<file path="src/rtl/rr_arb_mux_pkg.sv">
// Shared constants and helpers for the streaming arbiter mux.
// Mode encodings and select-width sizing.
package arb_mux_pkg;

  localparam int MODE_RR    = 0;
  localparam int MODE_FIXED = 1;
  localparam int MODE_SEL   = 2;

  function automatic int clog2_min1(input int n);
    return (n > 1) ? $clog2(n) : 1;
  endfunction

endpackage

</file>
<file path="src/rtl/rr_arb_mux_if.sv">
// Producer-side and consumer-side stream bundle for rr_arb_mux.
// The slave modport faces the arbiter.
interface rr_arb_mux_if
  import arb_mux_pkg::*;
#(
  parameter int NCH = 4,
  parameter int DW  = 8,
  parameter int CW  = clog2_min1(NCH)
);

  logic [NCH-1:0]    in_valid;
  logic [NCH*DW-1:0] in_data;
  logic [NCH-1:0]    in_ready;
  logic [CW-1:0]     sel;
  logic              out_valid;
  logic [DW-1:0]     out_data;
  logic [CW-1:0]     out_ch;
  logic              out_ready;

  modport master (
    output in_valid, in_data, sel, out_ready,
    input  in_ready, out_valid, out_data, out_ch
  );

  modport slave (
    input  in_valid, in_data, sel, out_ready,
    output in_ready, out_valid, out_data, out_ch
  );

endinterface

</file>
<file path="src/rtl/rr_arb_mux_rr_pick.sv">
// Rotating priority picker: first request at or above ptr,
// wrapping modulo NCH. Purely combinational.
module rr_pick
  import arb_mux_pkg::*;
#(
  parameter int NCH = 4,
  parameter int CW  = clog2_min1(NCH)
) (
  input  logic [NCH-1:0] req,
  input  logic [CW-1:0]  ptr,
  output logic [CW-1:0]  gnt_idx,
  output logic           gnt_any
);

  int            j;
  logic [CW-1:0] k;

  // Walk from farthest to nearest so the nearest request wins.
  always_comb begin
    gnt_any = 1'b0;
    gnt_idx = '0;
    j       = 0;
    k       = '0;
    for (int i = NCH - 1; i >= 0; i--) begin
      j = int'(ptr) + i;
      if (j >= NCH) j = j - NCH;
      k = CW'(j);
      if (req[k]) begin
        gnt_any = 1'b1;
        gnt_idx = k;
      end
    end
  end

endmodule

</file>
<file path="src/rtl/rr_arb_mux.sv">
// N-channel valid/ready stream mux with round-robin, fixed
// or external select arbitration and one registered output.
module rr_arb_mux
  import arb_mux_pkg::*;
#(
  parameter int NCH  = 4,
  parameter int DW   = 8,
  parameter int MODE = MODE_RR
) (
  input  logic        clk,
  input  logic        rst,
  rr_arb_mux_if.slave bus
);

  localparam int CW = clog2_min1(NCH);

  logic [CW-1:0]  ptr_q;
  logic [CW-1:0]  pick_ptr;
  logic [CW-1:0]  pick_idx;
  logic           pick_any;
  logic [CW-1:0]  win;
  logic           win_ok;
  logic           load;
  logic           gnt;
  logic [DW-1:0]  win_data;
  logic [NCH-1:0] in_ready_c;
  logic           out_valid_q;
  logic [DW-1:0]  out_data_q;
  logic [CW-1:0]  out_ch_q;

  assign pick_ptr = (MODE == MODE_RR) ? ptr_q : '0;

  rr_pick #(
    .NCH (NCH)
  ) u_pick (
    .req     (bus.in_valid),
    .ptr     (pick_ptr),
    .gnt_idx (pick_idx),
    .gnt_any (pick_any)
  );

  // External select never falls back; out-of-range sel matches nothing.
  always_comb begin
    win    = pick_idx;
    win_ok = pick_any;
    if (MODE == MODE_SEL) begin
      win    = bus.sel;
      win_ok = 1'b0;
      for (int i = 0; i < NCH; i++) begin
        if (bus.sel == CW'(i)) win_ok = bus.in_valid[i];
      end
    end
  end

  assign load = ~out_valid_q | bus.out_ready;
  assign gnt  = load & win_ok & ~rst;

  always_comb begin
    win_data   = '0;
    in_ready_c = '0;
    for (int i = 0; i < NCH; i++) begin
      if (win == CW'(i)) begin
        win_data      = bus.in_data[i*DW +: DW];
        in_ready_c[i] = gnt;
      end
    end
  end

  always_ff @(posedge clk) begin
    if (rst) begin
      out_valid_q <= 1'b0;
      out_data_q  <= '0;
      out_ch_q    <= '0;
      ptr_q       <= '0;
    end else if (load) begin
      if (gnt) begin
        out_valid_q <= 1'b1;
        out_data_q  <= win_data;
        out_ch_q    <= win;
        if (MODE == MODE_RR) begin
          ptr_q <= (win == CW'(NCH - 1)) ? '0 : win + 1'b1;
        end
      end else begin
        out_valid_q <= 1'b0;
      end
    end
  end

  assign bus.in_ready  = in_ready_c;
  assign bus.out_valid = out_valid_q;
  assign bus.out_data  = out_data_q;
  assign bus.out_ch    = out_ch_q;

endmodule

</file>
<file path="src/flat_wrapper.sv">
// flat-port wrapper written by rule: the top's interface ports become plain ports
module rr_arb_mux_flat import arb_mux_pkg::*;
#(
  parameter int NCH  = 4,
  parameter int DW   = 8,
  parameter int MODE = MODE_RR
)
  (clk, rst, bus_in_valid, bus_in_data, bus_sel, bus_out_ready, bus_in_ready, bus_out_valid, bus_out_data, bus_out_ch);
  rr_arb_mux_if #(.NCH(NCH), .DW(DW)) bus_i ();
  input  logic clk;
  input  logic rst;
  input wire logic [$bits(bus_i.in_valid)-1:0] bus_in_valid;
  input wire logic [$bits(bus_i.in_data)-1:0] bus_in_data;
  input wire logic [$bits(bus_i.sel)-1:0] bus_sel;
  input wire logic [$bits(bus_i.out_ready)-1:0] bus_out_ready;
  output wire logic [$bits(bus_i.in_ready)-1:0] bus_in_ready;
  output wire logic [$bits(bus_i.out_valid)-1:0] bus_out_valid;
  output wire logic [$bits(bus_i.out_data)-1:0] bus_out_data;
  output wire logic [$bits(bus_i.out_ch)-1:0] bus_out_ch;
  assign bus_i.in_valid = bus_in_valid;
  assign bus_i.in_data = bus_in_data;
  assign bus_i.sel = bus_sel;
  assign bus_i.out_ready = bus_out_ready;
  assign bus_in_ready = bus_i.in_ready;
  assign bus_out_valid = bus_i.out_valid;
  assign bus_out_data = bus_i.out_data;
  assign bus_out_ch = bus_i.out_ch;
  rr_arb_mux #(.NCH(NCH), .DW(DW), .MODE(MODE)) u_core (.clk(clk), .rst(rst), .bus(bus_i));
endmodule
</file>
<file path="config.mk">
export PLATFORM = sky130hd
export DESIGN_NAME = rr_arb_mux_flat
export DESIGN_NICKNAME = d
export VERILOG_FILES = /design/src/rtl/rr_arb_mux_pkg.sv /design/src/rtl/rr_arb_mux_if.sv /design/src/rtl/rr_arb_mux_rr_pick.sv /design/src/rtl/rr_arb_mux.sv /design/src/flat_wrapper.sv
export SDC_FILE = /design/constraint.sdc
export NUM_CORES = 1
export LEC_CHECK = 0
export BUFFER_PORTS_ARGS = -buffer_cell sky130_fd_sc_hd__clkbuf_2
export CAP_MARGIN = 5
export CORE_MARGIN = 2
export CORE_UTILIZATION = 30
export DETAILED_ROUTE_END_ITERATION = 10
export GPL_TIMING_DRIVEN = 0
export PLACE_DENSITY = 0.63
export SYNTH_ARGS = -nofsm -noshare
export SYNTH_HDL_FRONTEND = slang
export SYNTH_SLANG_ARGS = --single-unit
export TNS_END_PERCENT = 20
</file>
<file path="constraint.sdc">
create_clock -name clk -period 2.8 [get_ports clk]
set_input_delay 0.14 -clock clk [delete_from_list [all_inputs] [get_ports clk]]
set_output_delay 0.14 -clock clk [all_outputs]
set_load 0.02 [all_outputs]
</file>
==> results.py <==
metrics = {
    "run_status": {
        "status": "complete, but fails checks",
        "violations": "DRC",
    },
    "placed_design": {
        "dp_hpwl_mm": 2.022,
        "io_buffer_count": 53,
        "place.gp.congestion": 0.7144,
        "placed_area_um2": 1205,
    },
    "logic_synthesis": {
        "synth_seq_cells": 13,
        "syn_inst": 108,
        "yosys-top-cells-count": "13 x dfxtp_1, 13 x inv_1, 12 x nand2_1",
        "synthDistinctLibCells": 29,
        "yosys-top-cells-area": "dfxtp_1 29%, a211o_1 6.8%, a221oi_1 6.8%, ha_1 5.6%, inv_1 5.4%",
        "ys.flop_type": "dfxtp_1",
        "yosysTopAreaCell": "dfxtp_1",
        "syn-num-nets": 153,
        "synth_top_area_share_pct": 28.89,
        "synth_edf_count": 0,
        "yosysWarnings": 0,
        "synthArstFlopShare_pct": 0,
        "yosysSeqAreaShare_pct": 28.89,
        "syn_area_um2": 900.9,
        "syn_area_per_cell_um2": 8.341,
    },
    "drt": {
        "via_per_inst": 5.051,
        "dr_total_vias": 990,
        "wl_per_cell_um": 12.54,
        "drc": 1,
        "finalWirelength_mm": 2.457,
        "drt-pass1-iter-count": 6,
        "postRouteAntennaNets": 0,
        "drt-initial-drc-count": 7,
    },
    "worst_setup_path": {
        "cp-startpoint": "u_core.pick_ptr[0]",
        "critical_path_arrival_ns": 2.39,
        "critPathKind": "register to output port",
        "reg2reg_to": "u_core.bus.out_data[6]",
        "cp.required_ns": 2.66,
        "cp.depth": 7,
        "startpoint_type": "register",
        "crit_end": "bus_in_ready[2]",
        "cp_slowest_cell": "clkbuf_1",
        "end_kind": "output port",
        "r2r_slack_ns": 0.54,
        "r2r_start": "u_core.pick_ptr[1]",
        "crit_fanout": 10,
        "reg2reg_depth": 11,
        "path_cells": "o221a_2 > o22ai_1 > ha_1 > buf_2 > clkbuf_1 > and2_1 > clkbuf_2",
        "cpPeakStageDelay_ns": 0.37,
        "cp.buffers_inverters": 3,
        "cp_top_family": "buffers and inverters",
    },
    "power": {
        "peakVddDrop_mv": 0.2910,
        "p_leak_nw": 0.6453,
        "p_per_area_nw_per_um2": 562.6,
    },
    "global_route": {
        "grtUsageTotal_pct": 15.49,
        "grt_pass1_wl_mm": 4.133,
        "grt_max_degree": 11,
        "antenna_found_initial": 0,
        "overflow": 0,
        "grt_pass1_vias": 1035,
    },
    "finish": {
        "fin_area_um2": 1232,
        "syn2layout_area_growth_pct": 36.81,
        "multi_input_area_um2": 546.8,
        "seq_area_um2": 260.3,
        "fillers": 297,
        "antenna_cells": 0,
        "drive_gt1_share_pct": 43.64,
        "nets": 211,
    },
    "timing": {
        "post-route-period-util_pct": 90.53,
        "rsz0062_at_grt": "no",
        "drv_slew": 0,
        "max_freq_mhz": 394.5,
        "min_period_ns": 2.535,
        "worst_pin_slew_ns": 0.4311,
        "fin_worst_skew_ns": 0.008716,
        "hold_viol": 0,
        "slew_headroom_pct": 71.26,
        "setup_tns_ns": 0,
        "setup_violations": 0,
    },
    "clocking": {
        "clock_latency_ns": 0.28,
        "cts_tree": "done",
        "cts_num_sinks": 13,
        "ctsHtreeMaxLevel": 1,
        "numCtsBuffers": 3,
        "clkTransAtPathRegs_ns": 0.09,
        "cts_root_buf": "clkbuf_4",
        "post_cts_buffers": 0,
        "clk_path_buf_depth": 2,
    },
    "floorplanning": {
        "initial_core_util_pct": 32.11,
        "die_h_um": 58.80,
        "die_x_um": 58.80,
        "dieArea_um2": 3457,
        "pin_count": 56,
        "core-area_um2": 2805,
        "core.rowCount": 19,
    },
    "run": {
        "max_cap_violations": 0,
    },
    "min_path": {
        "hp-class": "primary input to register",
    },
}
-- layer usage --
layer  track usage, %  routed length [µm]  up-vias
li1                 -                   -      505
met5                0                   0        -
met2            29.05                1261       25
met4            3.247                  29        0
met1            16.76                1040      456
met3            5.055                 124        4
-- what timing repair did --
action	in CTS	in global routing
gates resized for setup	0	2
setup endpoints to repair	0	1
hold buffers	0	0
-- worst min path at each step --
stage | from | to | slack (ns) | cells past startpoint
2_1_floorplan | rst | u_core.bus.out_valid | 0.21 | 1
3_3_place_gp | rst | u_core.bus.out_valid | 0.39 | 2
3_5_place_dp | rst | u_core.bus.out_valid | 0.40 | 2
4_1_cts | bus_in_data[27] | u_core.bus.out_data[3] | 0.10 | 3
5_1_grt | rst | u_core.bus.out_valid | 0.11 | 2
6_report | rst | u_core.bus.out_valid | 0.11 | 2
-- cell type report --
class                   instances  area share [%]
plain buffers                   8           3.756
clock buffers                   4           2.132
inverters                      13           3.959
multi-input cells              74           44.37
flip-flops and latches         13           21.12
well taps                      31           3.147
repair buffers                 53           21.52
-- cell usage in the layout (no fill, tap or decap), types with 2 or more instances in the layout --
master,n
a211o_1,7
a21o_1,2
a21oi_1,9
a21oi_2,3
a221oi_1,7
a31oi_1,4
a31oi_2,3
and2_1,4
buf_2,3
clkbuf_1,3
clkbuf_2,54
clkbuf_4,3
dfxtp_1,13
ha_1,4
inv_1,13
mux2i_1,2
nand2_1,12
nor2_1,2
nor2b_1,4
o22ai_1,2
-- power by group --
group          internal (mW)  switching (mW)  leakage [nW]  total, mW
clock network         0.0553          0.0643        0.0150      0.120
registers              0.219          0.0222         0.109      0.241
logic                  0.144           0.189         0.521      0.333
total                  0.418           0.275         0.645      0.693
-- kinds of logic (layout without fill, tap and decap cells) --
kind of cell	Yosys count	count (layout)	share of synthesized area, %
adder cells (fa/ha/maj)	4	4	5.556
buffers and inverters	21	78	10.42
multiplexers	2	2	2.222
AO/OA/AOI/OAI	41	41	35.00
AND/OR/NAND/NOR	27	27	17.92
flip-flops	13	13	28.89
-- worst register-to-register path: cells and delay by family, from the launching register on --
family | cells | cell delay, ns
compound gates | 7 | 1.02
fa+ha+maj | 1 | 0.21
buf+inv | 3 | 0.51
flops | 1 | 0.41
-- per-stage QoR --
stage,setup WS (ns),util [%],instances,hold WS (ns),power (mW)
after floorplan,0.8459,-,108,0.2124,0.4705
after global placement,0.6125,42.95,192,0.3931,0.5672
after detailed placement,0.5538,42.95,192,0.3967,0.5791
after CTS,0.2233,43.89,196,0.1006,0.6983
after global routing,0.09924,43.93,196,0.1060,0.7444
final,0.2651,43.93,196,0.1057,0.6933
-- state kept, by name, indices dropped and copies added, names as in the netlist --
register,count
u_core.bus.out_valid,1
u_core.bus.out_data,8
u_core.pick_ptr,2
u_core.bus.out_ch,2
Power figures use the tool's default switching activity.
